### src/rtl/traffic_pkg.sv
// Shared types for the intersection phase sequencer: phase codes, lamp patterns and phase ordering.
// TRAFFIC_NIGHT_MODE_EN adds the NIGHT phase code.
package traffic_pkg;

   typedef enum logic [2:0] {
      NS_G  = 3'd0,
      NS_Y  = 3'd1,
      AR_A  = 3'd2,
      EW_G  = 3'd3,
      EW_Y  = 3'd4,
      AR_B  = 3'd5
`ifdef TRAFFIC_NIGHT_MODE_EN
      ,
      NIGHT = 3'd6
`endif
   } phase_e;

   localparam logic [2:0] LIGHT_RED = 3'b100;
   localparam logic [2:0] LIGHT_YEL = 3'b010;
   localparam logic [2:0] LIGHT_GRN = 3'b001;
   localparam logic [2:0] LIGHT_OFF = 3'b000;

   // Illegal codes fall back to NS_G so a corrupted state re-enters the normal cycle.
   function automatic phase_e next_phase(input phase_e st);
      phase_e nxt;
      case (st)
         NS_G:    nxt = NS_Y;
         NS_Y:    nxt = AR_A;
         AR_A:    nxt = EW_G;
         EW_G:    nxt = EW_Y;
         EW_Y:    nxt = AR_B;
         AR_B:    nxt = NS_G;
         default: nxt = NS_G;
      endcase
      return nxt;
   endfunction

   // Returns {ns_lamps, ew_lamps}; unknown codes show all-red.
   function automatic logic [5:0] lamp_pair(input phase_e st);
      logic [5:0] lp;
      case (st)
         NS_G:    lp = {LIGHT_GRN, LIGHT_RED};
         NS_Y:    lp = {LIGHT_YEL, LIGHT_RED};
         AR_A:    lp = {LIGHT_RED, LIGHT_RED};
         EW_G:    lp = {LIGHT_RED, LIGHT_GRN};
         EW_Y:    lp = {LIGHT_RED, LIGHT_YEL};
         AR_B:    lp = {LIGHT_RED, LIGHT_RED};
         default: lp = {LIGHT_RED, LIGHT_RED};
      endcase
      return lp;
   endfunction

endpackage

### src/rtl/traffic_phase_ctrl_bin2bcd_99.sv
// Combinational 7-bit binary (0..99) to two-digit BCD converter.
module bin2bcd_99
   import traffic_pkg::*;
(
   input  logic [6:0] bin,
   output logic [3:0] tens,
   output logic [3:0] ones
);

   // Highest multiple of ten not above the input selects the tens digit.
   always_comb begin
      tens = 4'd0;
      ones = 4'(bin);
      for (int i = 1; i <= 9; i++) begin
         if (bin >= 7'(i * 10)) begin
            tens = 4'(i);
            ones = 4'(bin - 7'(i * 10));
         end else begin
            tens = tens;
            ones = ones;
         end
      end
   end

endmodule

### src/rtl/traffic_phase_ctrl.sv
// Two-road intersection phase sequencer with pedestrian green shortening and BCD countdowns.
// Defining TRAFFIC_NIGHT_MODE_EN adds the night port and the flashing-yellow NIGHT phase.
module traffic_phase_ctrl
   import traffic_pkg::*;
#(
   parameter int T_GREEN  = 25,
   parameter int T_YELLOW = 3,
   parameter int T_ALLRED = 2,
   parameter int T_PED    = 5
)
(
   input  logic       clk,
   input  logic       rst,
   input  logic       tick,
   input  logic       ped_req,
`ifdef TRAFFIC_NIGHT_MODE_EN
   input  logic       night,
`endif
   output logic [2:0] ns_light,
   output logic [2:0] ew_light,
   output logic [3:0] ns_tens,
   output logic [3:0] ns_ones,
   output logic [3:0] ew_tens,
   output logic [3:0] ew_ones,
   output logic [2:0] phase
);

   if ((T_GREEN + T_YELLOW + 2 * T_ALLRED > 99) || (T_GREEN < 1) || (T_YELLOW < 1) ||
       (T_ALLRED < 1) || (T_PED < 1) || (T_PED >= T_GREEN)) begin : g_param_check
      $error("traffic_phase_ctrl: illegal timing parameters");
   end

   localparam logic [6:0] G7   = 7'(T_GREEN);
   localparam logic [6:0] Y7   = 7'(T_YELLOW);
   localparam logic [6:0] A7   = 7'(T_ALLRED);
   localparam logic [6:0] P7   = 7'(T_PED);
   localparam logic [6:0] YA7  = 7'(T_YELLOW + T_ALLRED);
   localparam logic [6:0] GYA7 = 7'(T_GREEN + T_YELLOW + T_ALLRED);

   phase_e     state_r;
   phase_e     state_s;
   logic [6:0] cnt_r;
   logic [6:0] cnt_s;
   logic       ped_pend_r;
   logic       ped_pend_s;
   logic       ped_set_s;
   logic       in_green_s;
   logic [5:0] lamps_s;
   logic [6:0] ns_rem_s;
   logic [6:0] ew_rem_s;
   logic [3:0] ns_tens_s;
   logic [3:0] ns_ones_s;
   logic [3:0] ew_tens_s;
   logic [3:0] ew_ones_s;
`ifdef TRAFFIC_NIGHT_MODE_EN
   logic       blink_r;
   logic       blink_s;
`endif

   function automatic logic [6:0] load_value(input phase_e st);
      logic [6:0] v;
      case (st)
         NS_G, EW_G: v = G7;
         NS_Y, EW_Y: v = Y7;
         AR_A, AR_B: v = A7;
         default:    v = 7'd1;
      endcase
      return v;
   endfunction

   assign ped_set_s  = ped_pend_r | ped_req;
   assign in_green_s = (state_r == NS_G) || (state_r == EW_G);
   assign phase      = state_r;

   // Next phase, counter, pending request and lamp pattern; shortening outranks a coincident tick.
   always_comb begin
      state_s = state_r;
      cnt_s   = cnt_r;
`ifdef TRAFFIC_NIGHT_MODE_EN
      blink_s = blink_r;
`endif
      if (in_green_s && ped_set_s && (cnt_r > P7)) begin
         cnt_s = P7;
      end
`ifdef TRAFFIC_NIGHT_MODE_EN
      else if (tick && (state_r == NIGHT)) begin
         if (night) begin
            blink_s = ~blink_r;
         end else begin
            state_s = AR_B;
            cnt_s   = A7;
         end
      end
      else if (tick && (cnt_r <= 7'd1) && night) begin
         state_s = NIGHT;
         cnt_s   = 7'd1;
         blink_s = 1'b1;
      end
`endif
      else if (tick && (cnt_r > 7'd1)) begin
         cnt_s = cnt_r - 7'd1;
      end
      else if (tick) begin
         state_s = next_phase(state_r);
         cnt_s   = load_value(next_phase(state_r));
      end
      else begin
         cnt_s = cnt_r;
      end

      if ((state_s != state_r) && ((state_s == NS_Y) || (state_s == EW_Y))) begin
         ped_pend_s = 1'b0;
      end
`ifdef TRAFFIC_NIGHT_MODE_EN
      else if (state_s == NIGHT) begin
         ped_pend_s = 1'b0;
      end
`endif
      else begin
         ped_pend_s = ped_set_s;
      end

`ifdef TRAFFIC_NIGHT_MODE_EN
      if (state_s == NIGHT) begin
         lamps_s = {1'b0, blink_s, 1'b0, 1'b0, blink_s, 1'b0};
      end else begin
         lamps_s = lamp_pair(state_s);
      end
`else
      lamps_s = lamp_pair(state_s);
`endif
   end

   // Phase FSM: state, counter, pedestrian latch and registered lamp outputs.
   always_ff @(posedge clk) begin
      if (rst) begin
         state_r    <= NS_G;
         cnt_r      <= G7;
         ped_pend_r <= 1'b0;
         ns_light   <= LIGHT_GRN;
         ew_light   <= LIGHT_RED;
`ifdef TRAFFIC_NIGHT_MODE_EN
         blink_r    <= 1'b0;
`endif
      end else begin
         state_r    <= state_s;
         cnt_r      <= cnt_s;
         ped_pend_r <= ped_pend_s;
         ns_light   <= lamps_s[5:3];
         ew_light   <= lamps_s[2:0];
`ifdef TRAFFIC_NIGHT_MODE_EN
         blink_r    <= blink_s;
`endif
      end
   end

   // Seconds until each road's lamp next changes, from the current phase and counter.
   always_comb begin
      case (state_r)
         NS_G:    begin ns_rem_s = cnt_r;        ew_rem_s = cnt_r + YA7;  end
         NS_Y:    begin ns_rem_s = cnt_r;        ew_rem_s = cnt_r + A7;   end
         AR_A:    begin ns_rem_s = cnt_r + GYA7; ew_rem_s = cnt_r;        end
         EW_G:    begin ns_rem_s = cnt_r + YA7;  ew_rem_s = cnt_r;        end
         EW_Y:    begin ns_rem_s = cnt_r + A7;   ew_rem_s = cnt_r;        end
         AR_B:    begin ns_rem_s = cnt_r;        ew_rem_s = cnt_r + GYA7; end
         default: begin ns_rem_s = 7'd0;         ew_rem_s = 7'd0;         end
      endcase
   end

   bin2bcd_99 u_ns_bcd (.bin(ns_rem_s), .tens(ns_tens_s), .ones(ns_ones_s));
   bin2bcd_99 u_ew_bcd (.bin(ew_rem_s), .tens(ew_tens_s), .ones(ew_ones_s));

   // Digit registers trail the phase/counter update by one cycle.
   always_ff @(posedge clk) begin
      if (rst) begin
         ns_tens <= 4'(T_GREEN / 10);
         ns_ones <= 4'(T_GREEN % 10);
         ew_tens <= 4'((T_GREEN + T_YELLOW + T_ALLRED) / 10);
         ew_ones <= 4'((T_GREEN + T_YELLOW + T_ALLRED) % 10);
      end else begin
         ns_tens <= ns_tens_s;
         ns_ones <= ns_ones_s;
         ew_tens <= ew_tens_s;
         ew_ones <= ew_ones_s;
      end
   end

endmodule

### config.mk
export PLATFORM = sky130hd
export DESIGN_NAME = traffic_phase_ctrl
export DESIGN_NICKNAME = d
export VERILOG_FILES = /design/src/rtl/traffic_pkg.sv /design/src/rtl/traffic_phase_ctrl_bin2bcd_99.sv /design/src/rtl/traffic_phase_ctrl.sv
export SDC_FILE = /design/constraint.sdc
export NUM_CORES = 1
export LEC_CHECK = 0
export BUFFER_PORTS_ARGS = -buffer_cell sky130_fd_sc_hd__buf_2
export CAP_MARGIN = 20
export CORE_MARGIN = 2
export CORE_UTILIZATION = 35
export CTS_CLUSTER_SIZE = 20
export DETAILED_ROUTE_END_ITERATION = 8
export PLACE_DENSITY = 0.54
export SLEW_MARGIN = 20
export SYNTH_ARGS = -nofsm -noshare
export SYNTH_HDL_FRONTEND = slang
export SYNTH_SLANG_ARGS = --single-unit
### constraint.sdc
create_clock -name clk -period 3.4 [get_ports clk]
set_input_delay 0.51 -clock clk [delete_from_list [all_inputs] [get_ports clk]]
set_output_delay 0.51 -clock clk [all_outputs]
set_load 0.005 [all_outputs]
Word-level counts from Yosys, hierarchy flattened
Cells that the tools add are included.
{"block": "totals", "word_cells": 141, "ff_bits": 33}
{"block": "op_classes", "reduce_logical": 21, "magnitude_cmp": 20, "n_addsub": 22, "n_eq_ne": 14, "mux": 50, "bitwise_logic": 1}
{"cell": "two-way mux 4 bit", "count": 22}
{"cell": "case mux 7 bit (4 select lines)", "count": 2}
{"cell": "greater-or-equal comparator 7 x 6 -> 1 bit, second input constant", "count": 6}
{"cell": "greater-or-equal comparator 7 bit, second input constant", "count": 6}
{"cell": "two-way mux 3 bit", "count": 14}
{"cell": "subtractor 4 bit, second input constant", "count": 10}
{"cell": "greater-or-equal comparator 7 x 5 -> 1 bit, second input constant", "count": 4}
{"cell": "case mux 6 bit (4 select lines)", "count": 1}
{"cell": "subtractor 4 x 3 -> 4 bit, second input constant", "count": 4}
{"cell": "equality test 3 x 2 -> 1 bit, second input constant", "count": 5}
{"cell": "equality test 3 bit, second input constant", "count": 5}
{"cell": "case mux 3 bit (5 select lines)", "count": 1}
{"cell": "case mux 5 bit (3 select lines)", "count": 1}
{"cell": "greater-or-equal comparator 7 x 4 -> 1 bit, second input constant", "count": 2}
{"cell": "two-way mux 7 bit", "count": 2}
{"cell": "OR reduction 2 bit", "count": 6}
{"cell": "OR reduction 3 bit", "count": 4}
{"cell": "equality test 3 x 1 -> 1 bit, second input constant", "count": 3}
{"cell": "zero test 3 bit", "count": 3}
{"cell": "two-way mux 2 bit", "count": 4}
{"cell": "subtractor 4 x 1 -> 4 bit, second input constant", "count": 2}
{"cell": "subtractor 4 x 2 -> 4 bit, second input constant", "count": 2}
{"cell": "adder 7 x 2 -> 7 bit, second input constant", "count": 1}
{"cell": "adder 7 x 3 -> 7 bit, second input constant", "count": 1}
{"cell": "other kinds (12)", "count": 17}

Logic depth before layout (Yosys ltp)
{"block": "logic_depth", "depth_word": 13, "depth_mapped": 16, "ltp_nobuf": 14}

Modules after synthesis
Synthesis repeated with hierarchy kept, for this count alone.
{"block": "unflattened", "cells_unflattened": 465, "area_unflattened_um2": 3399.5}
{"module": "traffic_phase_ctrl", "area_per_inst_um2": 2158.3, "instances": 1, "cells_per_inst": 289}
{"module": "bin2bcd_99", "area_per_inst_um2": 620.6, "instances": 2, "cells_per_inst": 88}

Least setup slack after synthesis
Ideal clock, no wire load.
{"block": "synth_path", "path_type": "reg-to-reg", "start": "register cnt_r[1]", "end": "register ns_ones[2]", "path_stages_with_launch": 16, "setup_ns": 0.074, "n_path_buf": 2, "setup_slack_ns": -0.093, "period_less_slack_ns": 3.493, "required_ns": 3.326, "arrival_time_ns": 3.419, "path_cell_list": "dfxtp_1 -> buf_2 -> inv_1 -> ha_1 -> and2_1 -> a221oi_1 -> o22a_2 -> clkinv_1 -> clkbuf_1 -> ha_1 -> nand2_1 -> o22ai_1 -> or4_4 -> o311a_1 -> a21o_1 -> a31oi_1"}
{"block": "synth_between", "elab_chain_cells": 12, "elab_cells_between_ends": 31, "cone_classes": "12 x add/sub; 9 x order compare; 10 x mux"}
{"item": "from (decl)", "line_no": "traffic_phase_ctrl.sv:42", "source": "logic [6:0] cnt_r;"}
{"item": "from (signal assigned)", "line_no": "traffic_phase_ctrl.sv:147", "source": "cnt_r <= cnt_s;"}
{"item": "adder 7 x 2 -> 7 bit (tied with other cells)", "line_no": "traffic_phase_ctrl.sv:164", "source": "EW_Y: begin ns_rem_s = cnt_r + A7; ew_rem_s = cnt_r; end"}
{"item": "case mux 7 bit (4 select lines) *", "line_no": "traffic_phase_ctrl.sv:159", "source": "case (state_r)"}
{"item": "greater-or-equal comparator 7 x 4 -> 1 bit or subtractor 4 bit (tied branches)", "line_no": "traffic_phase_ctrl_bin2bcd_99.sv:15, traffic_phase_ctrl_bin2bcd_99.sv:17"}
{"item": "two-way mux 4 bit (8 in series)", "line_no": "traffic_phase_ctrl_bin2bcd_99.sv:15", "source": "if (bin >= 7'(i * 10)) begin"}
{"item": "two-way mux 4 bit *", "line_no": "traffic_phase_ctrl_bin2bcd_99.sv:15"}
{"item": "to (signal assigned)", "line_no": "traffic_phase_ctrl.sv:177", "source": "ns_ones <= 4'(T_GREEN % 10);"}
{"item": "to (signal assigned)", "line_no": "traffic_phase_ctrl.sv:182", "source": "ns_ones <= ns_ones_s;"}
{"item": "to (decl)", "line_no": "traffic_phase_ctrl.sv:22", "source": "output logic [3:0] ns_ones,"}
Mark *: on every way between the ends. The rest lies on a longest branch, timed or not.
A chain may end at the register's enable or synchronous reset.

Final worst setup path
{"block": "layout_path", "start": "register cnt_r[0]", "end": "register ns_ones[2]"}
Same word-level chain as after synthesis.

==> impl_metrics.csv <==
group,metric,value,unit
finish,antenna_cells,0,
place,post_dp_cell_area,3820,sq um
synthesis,synthAdderAreaFrac,7.63,%
sta,max_slew.worst_pin.slew,830,ps
worst_hold_path,hold_path.class,"flip-flop to flip-flop",
synthesis,synth-seq-cells,33,
place,dp.cells,626,
place,place_ws,144,ps
route,drc,0,
global_route,grt_usage,20.1,%
route,drt_pass1_iterations,5,
sta,post-route-period-util,93.9,%
die,coreArea,9640,sq um
clocking,cts_root_buf,"clkbuf_8",
sta,fin_skew,7.70,ps
finish,syn_to_final_growth,13.9,%
synthesis,synthCells,471,
finish,mostFrequentLayoutCells,"39 x nand2_1, 39 x nor2_1, 33 x buf_4, 32 x dfxtp_1, 30 x a21oi_1",
sta,tns,0,ps
global_route,antenna_found_initial,0,
synthesis,synth_mux_area_share,2.36,%
synthesis,synth_flop_cell,"dfxtp_1",
synthesis,synth_compound_area_share,35.8,%
die,die_h,103,um
synthesis,yosys_warnings,0,
die,io_pins,29,
finish,fin_cells,634,
route,vias_per_cell,5.96,
sta,max-slew-margin-rel,44.1,%
route,finalWirelength,10500,um
place,hpwl,7570,um
die,die_w,103,um
finish,drive_gt1_share,18.2,%
route,drt-initial-drc-count,365,
sta,setup_viol,0,
clocking,htreeDepth,2,
synthesis,synthSimpleGateAreaFrac,26.2,%
global_route,grt_pass1_vias,3359,
status,status,"finished, final reports clean",
synthesis,synth-edff-count,0,
critical_path,rr_worst_depth,10,
clocking,numCtsBuffers,5,
critical_path,worst-setup-path-type,"flip-flop to flip-flop",
synthesis,yosysSeqAreaShare,19.2,%
sta,max_freq,313,MHz
power,power.density,373,nW/um^2
clocking,tritoncts,"done",
place,gp_congestion,0.874,
route,antenna_left,0,
route,routedWlPerCell,16.6,um
die,initial_utilization,35.7,%
sta,worst_hold_slack,510,ps
critical_path,critPathArrivalTime,3420,ps
finish,final_cell_area,3920,sq um
synthesis,synthArstFlopShare,0,%
synthesis,synth_top_family_by_area,"compound AO/OA/AOI/OAI gates",
clocking,cts_buffer_depth,2,
clocking,post_cts.repair.setup_buffers,0,
power,p_leak,1.59,nW
sta,setup_ws,206,ps
synthesis,avgSynthCellArea,7.31,sq um
global_route,grt_pass1_wl,17100,um
clocking,clk_latency,290,ps
route,dr_total_vias,3776,
worst_hold_path,hold_depth,2,
clocking,clock-sinks,33,
clocking,clkSlewWorstSetupHoldPaths,80,ps
sta,hold_viol_final,0,
place,portBuffers,28,
die,die-area,10600,sq um
critical_path,crit_required,3620,ps
critical_path,cp-end-kind,"flip-flop",
synthesis,synth_area,3440,sq um
die,rows,36,
critical_path,start_kind,"flip-flop",
critical_path,critPathMaxFanout,8,
power,vdd_drop_max,185,uV
synthesis,synth_cell_types,77,
global_route,grt.overflow.total,0,
sta,period_minus_slack,3190,ps
sta,slew_viol_final,0,
synthesis,syn-num-nets,496,
finish,num-nets-final,525,
global_route,grt_max_degree,49,
flow_run,drv_cap,0,
synthesis,synth-xor-area-share,0.763,%
routing by layer:
| metal | vias to the layer above | part of all wire (%) | track usage (%) | wire length (um) |
|---|---|---|---|---|
| li1 | 1831 | - | - | - |
| met1 | 1786 | 46 | 28.3 | 4850 |
| met2 | 149 | 47 | 32.8 | 4960 |
| met3 | 10 | 6.0 | 2.89 | 634 |
| met4 | 0 | 0.82 | 3.85 | 86 |
| met5 | - | 0 | 0 | 0 |
flip-flops by register name, summed over array words and instances, names as in the netlist:
signal      flops
ew_light        3
ns_tens         4
ped_pend_r      1
ns_ones         4
cnt_r           7
ew_tens         4
phase           3
ew_ones         4
ns_light        3
where the power goes:
group	internal, W	total (W)	switching [W]
combinational	0.000292	0.000707	0.000416
sequential	0.000428	0.000452	0.0000239
clock	0.000142	0.000305	0.000163
total	0.000862	0.00146	0.000603
path summary, 6_finish.rpt:
check | slack (ps) | from | to
worst max-delay path | 210 | cnt_r[0]$_SDFFE_PP1P_ | ns_ones[2]$_SDFF_PP1_
worst min-delay path | 510 | ped_pend_r$_SDFF_PP0_ | ped_pend_r$_SDFF_PP0_
worst max register to register | 210 | cnt_r[0]$_SDFFE_PP1P_ | ns_ones[2]$_SDFF_PP1_
worst min register to register | 510 | ped_pend_r$_SDFF_PP0_ | ped_pend_r$_SDFF_PP0_
stage by stage:
step           total power [W]  utilization [%]
4_1_cts                0.00146             40.5
5_1_grt                0.00158             40.7
2_1_floorplan         0.000948                -
6_report               0.00146             40.7
3_5_place_dp           0.00115             39.6
3_3_place_gp           0.00115             39.6
area by class of cell:
type / count / area (sq um)
timing repair buffer: 62 / 408
clock inverter: 3 / 17.5
clock buffer: 5 / 68.8
sequential: 33 / 662
multi-input combinational: 377 / 2520
tap: 133 / 166
fill: 1056 / 5720
inverter: 21 / 78.8
cells by family after synthesis:
family          after synthesis
simple gates                174
compound gates              171
buf+inv                      61
flops                        33
fa+ha+maj                    21
mux                           8
xor+xnor                      3
worst max-delay path, cell delays in order (launching register included):
cell and delay [ps]:
dfxtp_1 510, inv_1 110, ha_1 410, o211ai_1 210, o221a_2 360, ha_1 330, o22ai_1 160, or4_4 440
o311a_1 300, a21o_1 160, a31oi_1 140
synthesized netlist by cell type, types with 3 or more instances:
cell type	instances	area (sq um)
o21a_1	6	45.0
ha_1	21	263
or3_1	5	31.3
o211ai_1	7	52.6
nor3_1	17	85.1
a21o_1	6	45.0
nand4_1	3	18.8
o22ai_1	3	18.8
and3_1	4	25.0
or4_1	3	22.5
o221a_2	3	33.8
nand2b_1	12	75.1
a21oi_1	30	150
a221oi_1	4	35.0
inv_1	19	71.3
a211oi_1	7	52.6
dfxtp_1	33	661
o311ai_0	3	26.3
nor2_1	39	146
a311oi_1	3	26.3
buf_4	4	30.0
xnor2_1	3	26.3
nand3_1	8	40.0
nand3b_1	4	30.0
o31ai_1	8	60.1
nor4_1	6	37.5
or2_2	5	31.3
and2_1	8	50.1
a31oi_1	12	75.1
o2111ai_1	4	35.0
nor2b_1	10	62.6
mux2i_1	7	70.1
a311o_1	3	30.0
o211a_1	3	30.0
nand2_1	39	146
clkbuf_1	18	67.6
o21ai_0	30	150
a211o_1	6	52.6
buf_2	15	75.1
what timing repair did:
item,in CTS,in global routing
hold buffers,0,0
setup endpoints to repair,0,6
hold endpoints to repair,0,0
gates resized for setup,0,6
No activity file was read; power rests on OpenSTA's default activity.
